## src/rtl/ddr_req_arbiter.sv

```systemverilog
// ddr_req_arbiter: round-robin arbiter sharing the single DDR command path
// between instruction read, data read, jump-address read and data store.
// One grant at a time; waits for the burst finish (or watchdog), then
// holds a short cooldown so the DDR interface can return to START.
module ddr_req_arbiter #(
  parameter int DDR_ADDR_WIDTH  = 28,
  parameter int LEN_WIDTH       = 8,
  parameter int COOLDOWN_CYCLES = 3,
  parameter int TIMEOUT_CYCLES  = 1024
) (
  input  logic                      mem_clk,
  input  logic                      rst_n,
  input  logic                      ddr_init_input_finish,
  input  logic                      ic_req,
  input  logic [DDR_ADDR_WIDTH-1:0] ic_addr,
  input  logic [LEN_WIDTH-1:0]      ic_len,
  input  logic                      dc_rd_req,
  input  logic [DDR_ADDR_WIDTH-1:0] dc_rd_addr,
  input  logic                      jmp_req,
  input  logic [DDR_ADDR_WIDTH-1:0] jmp_addr,
  input  logic                      st_req,
  input  logic [DDR_ADDR_WIDTH-1:0] st_addr,
  output logic [3:0]                grant_ack,
  output logic [3:0]                done,
  output logic                      err_timeout,
  output logic                      ins_read_req,
  output logic [DDR_ADDR_WIDTH-1:0] ins_read_addr,
  output logic [LEN_WIDTH-1:0]      ins_read_len,
  output logic                      data_read_req,
  output logic                      jmp_addr_read_req,
  output logic [DDR_ADDR_WIDTH-1:0] data_read_addr,
  output logic                      data_store_req,
  output logic [DDR_ADDR_WIDTH-1:0] data_write_addr,
  input  logic                      rd_burst_finish,
  input  logic                      wr_burst_finish,
  output logic                      busy
);

  localparam logic [2:0] S_INIT_WAIT = 3'd0;
  localparam logic [2:0] S_IDLE      = 3'd1;
  localparam logic [2:0] S_ISSUE     = 3'd2;
  localparam logic [2:0] S_WAIT_DONE = 3'd3;
  localparam logic [2:0] S_COOLDOWN  = 3'd4;

  localparam int TW = $clog2(TIMEOUT_CYCLES + 1);
  localparam int CW = $clog2(COOLDOWN_CYCLES + 1);

  logic [2:0]                r_state;
  logic [1:0]                r_rr_ptr;
  logic [TW-1:0]             r_wdog;
  logic [CW-1:0]             r_cd;
  logic [3:0]                r_grant;
  logic [3:0]                r_done;
  logic                      r_err;
  logic                      r_busy;
  logic                      r_ins_req;
  logic                      r_data_req;
  logic                      r_jmp_req;
  logic                      r_st_req;
  logic [DDR_ADDR_WIDTH-1:0] r_ins_addr;
  logic [LEN_WIDTH-1:0]      r_ins_len;
  logic [DDR_ADDR_WIDTH-1:0] r_rd_addr;
  logic [DDR_ADDR_WIDTH-1:0] r_wr_addr;

  logic [3:0] w_req;
  logic       w_found;
  logic [1:0] w_win;
  logic [1:0] w_idx;
  logic       w_finish;

  // Round-robin search starting just after the last winner; first hit wins.
  always_comb begin
    w_req   = {st_req, jmp_req, dc_rd_req, ic_req};
    w_found = 1'b0;
    w_win   = r_rr_ptr;
    w_idx   = r_rr_ptr;
    for (int k = 1; k <= 4; k++) begin
      w_idx = r_rr_ptr + 2'(k);
      if (!w_found && w_req[w_idx]) begin
        w_found = 1'b1;
        w_win   = w_idx;
      end
    end
  end

  // Stores complete on the write finish, all three read types on the read finish.
  assign w_finish = (r_rr_ptr == 2'd3) ? wr_burst_finish : rd_burst_finish;

  // Main arbitration FSM with registered pulses, request levels and latched addresses.
  always_ff @(posedge mem_clk or negedge rst_n) begin
    if (!rst_n) begin
      r_state    <= S_INIT_WAIT;
      r_rr_ptr   <= 2'd3;
      r_wdog     <= '0;
      r_cd       <= '0;
      r_grant    <= 4'b0000;
      r_done     <= 4'b0000;
      r_err      <= 1'b0;
      r_busy     <= 1'b0;
      r_ins_req  <= 1'b0;
      r_data_req <= 1'b0;
      r_jmp_req  <= 1'b0;
      r_st_req   <= 1'b0;
      r_ins_addr <= '0;
      r_ins_len  <= '0;
      r_rd_addr  <= '0;
      r_wr_addr  <= '0;
    end else begin
      r_grant <= 4'b0000;
      r_done  <= 4'b0000;
      r_err   <= 1'b0;
      r_busy  <= 1'b1;
      case (r_state)
        S_INIT_WAIT: begin
          if (ddr_init_input_finish) begin
            r_state <= S_IDLE;
            r_busy  <= 1'b0;
          end
        end
        S_IDLE: begin
          if (w_found) begin
            r_rr_ptr <= w_win;
            r_grant  <= 4'b0001 << w_win;
            r_state  <= S_ISSUE;
            case (w_win)
              2'd0: begin
                r_ins_addr <= ic_addr;
                r_ins_len  <= ic_len;
              end
              2'd1:    r_rd_addr <= dc_rd_addr;
              2'd2:    r_rd_addr <= jmp_addr;
              default: r_wr_addr <= st_addr;
            endcase
          end else begin
            r_busy <= 1'b0;
          end
        end
        S_ISSUE: begin
          case (r_rr_ptr)
            2'd0:    r_ins_req  <= 1'b1;
            2'd1:    r_data_req <= 1'b1;
            2'd2:    r_jmp_req  <= 1'b1;
            default: r_st_req   <= 1'b1;
          endcase
          r_wdog  <= '0;
          r_state <= S_WAIT_DONE;
        end
        S_WAIT_DONE: begin
          if (w_finish) begin
            r_ins_req          <= 1'b0;
            r_data_req         <= 1'b0;
            r_jmp_req          <= 1'b0;
            r_st_req           <= 1'b0;
            r_done[r_rr_ptr]   <= 1'b1;
            r_cd               <= CW'(COOLDOWN_CYCLES);
            r_state            <= S_COOLDOWN;
          end else if (r_wdog >= TW'(TIMEOUT_CYCLES - 1)) begin
            r_ins_req  <= 1'b0;
            r_data_req <= 1'b0;
            r_jmp_req  <= 1'b0;
            r_st_req   <= 1'b0;
            r_err      <= 1'b1;
            r_cd       <= CW'(COOLDOWN_CYCLES);
            r_state    <= S_COOLDOWN;
          end else begin
            r_wdog <= r_wdog + 1'b1;
          end
        end
        S_COOLDOWN: begin
          if (r_cd <= CW'(1)) begin
            r_state <= S_IDLE;
            r_busy  <= 1'b0;
          end else begin
            r_cd <= r_cd - 1'b1;
          end
        end
        default: begin
          r_state <= S_INIT_WAIT;
        end
      endcase
    end
  end

  assign grant_ack         = r_grant;
  assign done              = r_done;
  assign err_timeout       = r_err;
  assign busy              = r_busy;
  assign ins_read_req      = r_ins_req;
  assign ins_read_addr     = r_ins_addr;
  assign ins_read_len      = r_ins_len;
  assign data_read_req     = r_data_req;
  assign jmp_addr_read_req = r_jmp_req;
  assign data_read_addr    = r_rd_addr;
  assign data_store_req    = r_st_req;
  assign data_write_addr   = r_wr_addr;

endmodule

```

## config.mk

```make
export PLATFORM = sky130hd
export DESIGN_NAME = ddr_req_arbiter
export DESIGN_NICKNAME = d
export VERILOG_FILES = /design/src/rtl/ddr_req_arbiter.sv
export SDC_FILE = /design/constraint.sdc
export NUM_CORES = 1
export LEC_CHECK = 0
export ABC_AREA = 1
export CAP_MARGIN = 15
export CORE_UTILIZATION = 43
export DETAILED_ROUTE_END_ITERATION = 7
export MAX_ROUTING_LAYER = met4
export PLACE_DENSITY = 0.88
export SYNTH_ARGS = -nofsm -noshare
export SYNTH_HDL_FRONTEND = slang
export SYNTH_SLANG_ARGS = --single-unit
```

## constraint.sdc

```tcl
create_clock -name mem_clk -period 3.6 [get_ports mem_clk]
set_input_delay 0.36 -clock mem_clk [delete_from_list [all_inputs] [get_ports mem_clk]]
set_output_delay 0.36 -clock mem_clk [all_outputs]
set_load 0.01 [all_outputs]
```

# ---- Yosys cells after proc, flatten, opt, wreduce, memory -nomap -nowiden
# Index checks and enable logic that the tools add are counted.
dict set report classes {
  n_addsub 5
  n_mul 0
  div 0
  magnitude_cmp 7
  eq_ne 20
  shift 1
  n_mux 54
  n_bitwise 1
  n_reduce_logical 26
}
# cell n
set ops {}
lappend ops {{$pmux W28 S2} 1}
lappend ops {{$reduce_and A3 Y1} 9}
lappend ops {{$mux W1} 22}
lappend ops {{$mux W11} 2}
lappend ops {{$pmux W11 S2} 1}
lappend ops {{$ne A2 B2 Y1 const B} 10}
lappend ops {{$mux W4} 4}
lappend ops {{$mux W3} 5}
lappend ops {{$pmux W3 S5} 1}
lappend ops {{$mux W2} 7}
lappend ops {{$lt A2 B3 Y1 const B} 4}
lappend ops {{$add A11 B1 Y11 const B} 1}
lappend ops {{$ge A11 B10 Y1 const B} 1}
lappend ops {{$bmux W1 S2} 4}
lappend ops {{$pmux W1 S2} 4}
lappend ops {{$eq A2 B2 Y1 const B} 3}
lappend ops {{$eq A3 B2 Y1 const B} 2}
lappend ops {{$reduce_bool A2 Y1} 3}
lappend ops {{$reduce_or A3 Y1} 2}
lappend ops {{$add A2 B2 Y2 const B} 2}
lappend ops {{$eq A2 B1 Y1 const B} 2}
lappend ops {{$logic_and A1 B1 Y1} 4}
lappend ops {{$logic_not A2 Y1} 2}
lappend ops {{$pmux W2 S2} 1}
lappend ops {{15 further kinds} 17}
dict set report word_totals {
  regBits 124
  latchBits 0
  ramBits 0
  mem_bits_ro 0
  inputBits 129
  output_inout_bits 106
  elab_cells 130
  memories 0
}

# ---- Depth between registers and ports, before layout
dict set report depth {
  depth_word 17
  mapped_depth 18
  depth_no_buf 16
}

# ---- Worst setup path before layout
# Ideal clock, no wire load.
dict set report synth_path {
  path_type {register -> register}
  from {register r_rr_ptr[0]}
  to {register r_rd_addr[19] (netlist: data_read_addr[19])}
  setup_time_ps 123
  arrival_time_ps 2964
  required_ps 3477
  path_slack_ps 513
  path_stages_with_launch 15
  n_path_buf 3
  synth_period_minus_slack_ps 3087
  cell_sequence {dfstp_2 > buf_6 > inv_6 > ha_1 > inv_1 > nand3_2 > nand2_4 > nor2_4 > nand2_1 > o21ai_0 > ha_1 > buf_4 > buf_1 > mux2i_1 > o21ai_1}
}
dict set report synth_between {
  elab_chain_len 16
  elab_cells_between_ends 30
  cone_classes {add/sub: 3; eq/ne: 2; mux: 17; reduce/logical: 8}
}
# element line_no
set synth_rtl {}
lappend synth_rtl {{from (decl)} 49} ;# logic [1:0] r_rr_ptr;
lappend synth_rtl {{from (signal assigned)} 122} ;# r_rr_ptr <= w_win;
lappend synth_rtl {{$add A2 B1 Y2} 78} ;# w_idx = r_rr_ptr + 2'(k);
lappend synth_rtl {{$bmux W1 S2} 79} ;# if (!w_found && w_req[w_idx]) begin
lappend synth_rtl {{$mux W1 (implied by the code)} 79}
lappend synth_rtl {{$mux W1} 79}
lappend synth_rtl {{$logic_not A1 Y1} 79}
lappend synth_rtl {{$logic_and A1 B1 Y1} 79}
lappend synth_rtl {{$mux W1} 79}
lappend synth_rtl {{$logic_not A1 Y1} 79}
lappend synth_rtl {{$logic_and A1 B1 Y1} 79}
lappend synth_rtl {{$mux W1} 79}
lappend synth_rtl {{$logic_not A1 Y1} 79}
lappend synth_rtl {{$logic_and A1 B1 Y1} 79}
lappend synth_rtl {{$mux W2 (*)} 79}
lappend synth_rtl {{net w_win[1]} 67} ;# logic [1:0] w_win;
lappend synth_rtl {{$eq A2 B2 Y1 / $eq A2 B1 Y1 (equally long branches)} 125} ;# case (w_win)
lappend synth_rtl {{$reduce_bool A2 Y1 (no line)} n/a}
lappend synth_rtl {{$reduce_and A3 Y1 (no line)} n/a}
lappend synth_rtl {{to (signal assigned)} 130} ;# 2'd1: r_rd_addr <= dc_rd_addr;
lappend synth_rtl {{to (signal assigned)} 131} ;# 2'd2: r_rd_addr <= jmp_addr;
lappend synth_rtl {{to (decl)} 62} ;# logic [DDR_ADDR_WIDTH-1:0] r_rd_addr;
# Mark *: on every way through the listed nets, which the timed path passes. The rest lies on a longest branch. The select of a mux whose other input is x is not followed.
# A chain may end at the register's enable or synchronous reset.

# ---- Final worst setup path
dict set report layout_path {
  from {register r_rr_ptr[0]}
  to {register r_rd_addr[25] (netlist: data_read_addr[25])}
}
# The elaborated chain is that of the path after synthesis.

==> qor.txt <==
Horiz. Die Dim -> 117 um
syn nets -> 785
CP max stage delay -> 0.68 ns
max_slew headroom -> 35.7%
grt ovf -> 0
Static Leak -> 4.15 nW
Ys Warns -> 0
share of layout cells above drive strength 1 -> 7.40%
Post-CTS Hold Buffers -> 0
crit start category -> register
Area Overhead vs Synth -> 53.2%
# rows -> 41
Pwr Density -> 942 nW/um^2
maximum vdd drop -> 0.455 mV
max-cap violations -> 0
power share of the sequential group -> 28.7%
Crit path required time -> 3.89 ns
post-synth cell types -> 32
final setup fails -> 0
Switching Fraction -> 38.4%
Multi-input gate area -> 2240 sq um
H-Tree Level Count -> 4
Clock Sinks -> 124
largest net degree at the start of global routing -> 76
RSZ-0062 raised after global routing -> no
Cells after Synth -> 645
clock latency on the worst-skew pair -> 0.41 ns
Mean Syn Cell Area -> 8.81 sq um
1st-pass router iterations -> 4
run status -> finished, final reports clean
vias -> 5061
crit share post-route -> 91.5%
DRT iter0 DRCs -> 363
number of synthesized flops with an enable pin -> 0
clk buf depth -> 2
routability cong. -> 0.878
IO Pins -> 235
most common cell in the netlist -> nand2_1
vias in the first global route -> 4898
Fin. Hold Viols -> 0
Ant. Diodes -> 0
post-route cell area -> 8700 sq um
reported net switching power -> 0.00315 W
routed vias/inst -> 4.76
Worst setup EP type -> register
skew final -> 0.00575 ns
Slew Limit Fails -> 0
CTS root buf -> clkbuf_16
hold crit path type -> in -> async
critical path's slowest cell -> dfstp_2
Synth top cells by count -> nand2_1 (293), dfrtp_1 (122), inv_1 (33)
P_int -> 0.00505 W
Area contributors post-synth -> dfrtp_1 (54%), nand2_1 (19%), mux2i_1 (4.9%), ha_1 (2.4%), inv_1 (2.2%)
Setup Fix Bufs, Post-CTS -> 0
Core Footprint -> 12800 sq um
worst path arrival time -> 3.58 ns
Initial Utilization -> 44.5%
crit path kind -> reg -> reg
worst-path fanout max -> 20
post-synthesis sequential area ratio -> 54.7%
Yosys top cell area share -> 53.7%
Synth area leader -> dfrtp_1
WL per Instance -> 14.2 um
Worst Tran Pin Value -> 0.964 ns
CTS Buf Count -> 17
Yosys reg bits -> 124
Clk network pwr share -> 20.4%
CTS resizes -> 0
DPL Wire Length -> 10800 um
Routed Antenna Nets -> 0
total global routing track utilization -> 23.2%
FMAX -> 304 MHz
first-pass GRT wire length -> 23400 um
Top FF cell, synth -> dfrtp_1
drt total wl -> 15200 um
CTS tree -> built
Final #Nets -> 1020
drc violations -> 0
DIE HEIGHT -> 117 um
Layout fillers -> 971
die area -> 13700 sq um
I/O Buffers -> 234
initial antenna violation count -> 0
CP cell instances -> inv_6 -> ha_1 -> inv_1 -> nand3_2 -> nand2_4 -> nor2_4 -> nand2_1 -> o21ai_0 -> ha_2 -> buf_12 -> mux2i_1 -> o21ai_1
Post-Route Setup TNS -> 0 ns
clock slew at reported path FFs -> 0.06 ns
dpl cell area -> 8130 sq um
ys async rst share -> 100%
Register Area -> 3110 sq um
post-layout min period -> 3.29 ns
Comb pwr share -> 50.9%
Mapped Area -> 5680 sq um
-- critical path: cells and delay by family (launching register included) --
kind / cells / cell delay, ns
buf+inv: 3 / 0.39
mux: 1 / 0.24
simple gates: 4 / 0.44
fa+ha+maj: 2 / 0.88
flops: 1 / 0.68
compound gates: 2 / 0.53
-- cells by family after synthesis --
family / after synthesis / share of synthesized area [%]
adders and majority gates: 11 / 2.42
DFF: 124 / 54.7
xor gates and xnor gates: 4 / 0.617
AOI/OAI and AO/OA: 48 / 4.30
buffers and inverters: 60 / 5.88
and+or+nand+nor: 370 / 27.2
muxes: 28 / 4.93
-- through the flow --
step	utilization, %	hold slack [ns]	worst slack (ns)	instances	power, W
after floorplan	-	0.0644	0.513	645	0.00490
after global placement	63.6	0.460	0.506	1033	0.00640
after detailed placement	63.6	0.464	0.389	1033	0.00654
after CTS	68.1	0.137	0.284	1064	0.00827
after global routing	68.1	0.181	0.0158	1064	0.00882
final	68.1	0.0916	0.308	1064	0.00820
-- worst paths after layout --
check	from	to	slack, ns	cells past startpoint
max in group asynchronous	rst_n	data_write_addr[21]	2.73	2
worst min-delay path	rst_n	r_cd[1]	0.09	1
worst min register to register	ins_read_len[5]	ins_read_len[5]	0.48	2
min in group mem_clk	ins_read_len[5]	ins_read_len[5]	0.48	2
worst max-delay path	r_rr_ptr[0]	data_read_addr[25]	0.31	12
worst max register to register	r_rr_ptr[0]	data_read_addr[25]	0.31	12
-- layout by cell type (no fill, tap or decap), types with 13 or more instances in the layout --
cell,synthesis,routed
nand3_1,14,14
nor2_1,31,31
dfrtp_1,122,122
o21ai_0,20,20
inv_1,33,33
clkdlybuf4s50_1,0,233
clkbuf_16,0,17
nand2_1,293,293
o21ai_1,23,23
mux2i_1,28,28
nand2_2,13,13
-- routing by layer --
| metal | vias up | part of all wire [%] | track usage (%) |
|---|---|---|---|
| met5 | - | 0 | - |
| met3 | 25 | 6.4 | 5.10 |
| met4 | 0 | 2.0 | 9.20 |
| met1 | 2352 | 40 | 26.1 |
| li1 | 2500 | - | - |
| met2 | 184 | 51 | 40.2 |
-- power by group through the flow --
stage	clock network [W]	registers [W]	logic (W)
6_report	0.00167	0.00235	0.00417
5_1_grt	0.00176	0.00242	0.00464
3_3_place_gp	0	0.00234	0.00406
4_1_cts	0.00170	0.00235	0.00422
2_1_floorplan	0	0.00256	0.00234
3_5_place_dp	0	0.00236	0.00418
-- area by class of cell --
cell class                 count  share of cell area, %
multi-input combinational    461                   25.8
clock buffer                  22                   5.22
clock inverter                 9                   1.38
sequential                   124                   35.7
tap                          172                   2.47
timing repair buffer         240                   27.8
inverter                      36                   1.64
-- flip-flops by register name, summed over array words and instances, names as in the netlist, 2 cells and up --
signal / count
data_read_addr: 28
ins_read_len: 8
grant_ack: 4
done: 4
r_cd: 2
r_state: 3
r_rr_ptr: 2
r_wdog: 11
ins_read_addr: 28
data_write_addr: 28
Note: power is estimated with default switching activity, not from simulation.
==> variant (config.mk and constraints unchanged) <==
The parameter `DDR_ADDR_WIDTH` goes from 28 to 56.
--- a/src/rtl/ddr_req_arbiter.sv
+++ b/src/rtl/ddr_req_arbiter.sv
@@ -4,5 +4,5 @@
 // holds a short cooldown so the DDR interface can return to START.
 module ddr_req_arbiter #(
-  parameter int DDR_ADDR_WIDTH  = 28,
+  parameter int DDR_ADDR_WIDTH  = 56,
   parameter int LEN_WIDTH       = 8,
   parameter int COOLDOWN_CYCLES = 3,
Interface: changed (7 resized); port bits go from 235 to 431. No check against the original RTL was run, so the function may have changed too.
==> variant against the original RTL <==
Final area is 72% higher; count of clock-buffer cells in the layout grew 8; sequential share of layout area is 0.89 points lower; area after synthesis increased by 72%; sequential power is 69% higher; routed wire length is 130% higher; total power up 91%; sequential cell count up 84; worst setup slack gained 57 ps; clock power is 40% higher; hold slack gained 320 ps.
==> variant: results (changes against the original RTL) <==
pin count of the biggest net entering global routing=95 (+25%); CP Capture Point=data_read_addr[40]; sequential fraction of the synthesis area=53.2% (-1.5 points); register-to-register path setup slack=360 ps (+60 ps); worst clock skew=12.8 ps (+7.01 ps); cells on worst reg2reg path=15 (+3); Signal buf overhead=30.1% (+2.2 points); comb_multi_in=875 (+90%); Setup Slack @ Placement=414 ps (+24.1 ps); list of most frequent post-synthesis cells=591 x sky130_fd_sc_hd__nand2_1, 206 x sky130_fd_sc_hd__dfrtp_1, 183 x sky130_fd_sc_hd__nand4_1, 35 x sky130_fd_sc_hd__buf_2, 34 x sky130_fd_sc_hd__inv_1; average wire length per cell after detail routing=18.3 um (+29%); later-pin clock latency in the skew report=510 ps (+100 ps); multi-input gate share of total cell area=26.7% (+0.95 points); global-route wire length before repair=54.2 mm (+130%); kind of cell adding the most delay to the critical path=simple AND/OR/NAND/NOR gates; share of layout cells above drive strength 1=4.67% (-2.7 points); wire length on met1=12.9 mm (+110%); vias per inst=5.42 (+14%); run status=complete, no violations; worst slew slack as a fraction of its limit=34.7% (-1.1 points); sink count of the clock tree=208 (+68%); Worst EP arrival=3630 ps (+50 ps); highest fanout seen on the critical path=39 (+95%); clock period minus final worst setup slack=3240 ps (-57.2 ps); Sequential Area=5210 um^2 (+68%); DRT Pass-1 Iters=5 (+1); depth of the CTS H-tree=1 (-3); initial antenna violation count=9 (+9); total length of routed met3 wires=3.02 mm (+210%)
-- variant: cell types whose count changed after synthesis, sizes merged, moves of 3 or more --
| cell | unedited run | this run |
|---|---|---|
| buf | 23 | 62 |
| nor3 | 5 | 2 |
| nor2 | 32 | 29 |
| mux2i | 28 | 0 |
| nand3 | 20 | 25 |
| nand4 | 4 | 183 |
| dfrtp | 122 | 206 |
| clkbuf | 1 | 29 |
| o21ai | 44 | 20 |
| nand2 | 307 | 592 |
-- variant: kinds of logic after synthesis --
family | Yosys count | synth area share [%]
buffers and inverters | 127 | 6.29
AOI/OAI and AO/OA | 28 | 1.58
adders and majority gates | 11 | 1.41
and+or+nand+nor | 835 | 37.5
xor gates and xnor gates | 1 | 0.0894
DFF | 208 | 53.2
-- variant: repair_timing --
action	CTS	global route
hold buffers	1	0
resized for setup	0	0
endpoints found under the hold margin	76	0
-- variant: power by group --
group	internal [mW]	switching [mW]
registers	3.36	0.599
clock network	1.35	0.991
logic	3.40	5.93
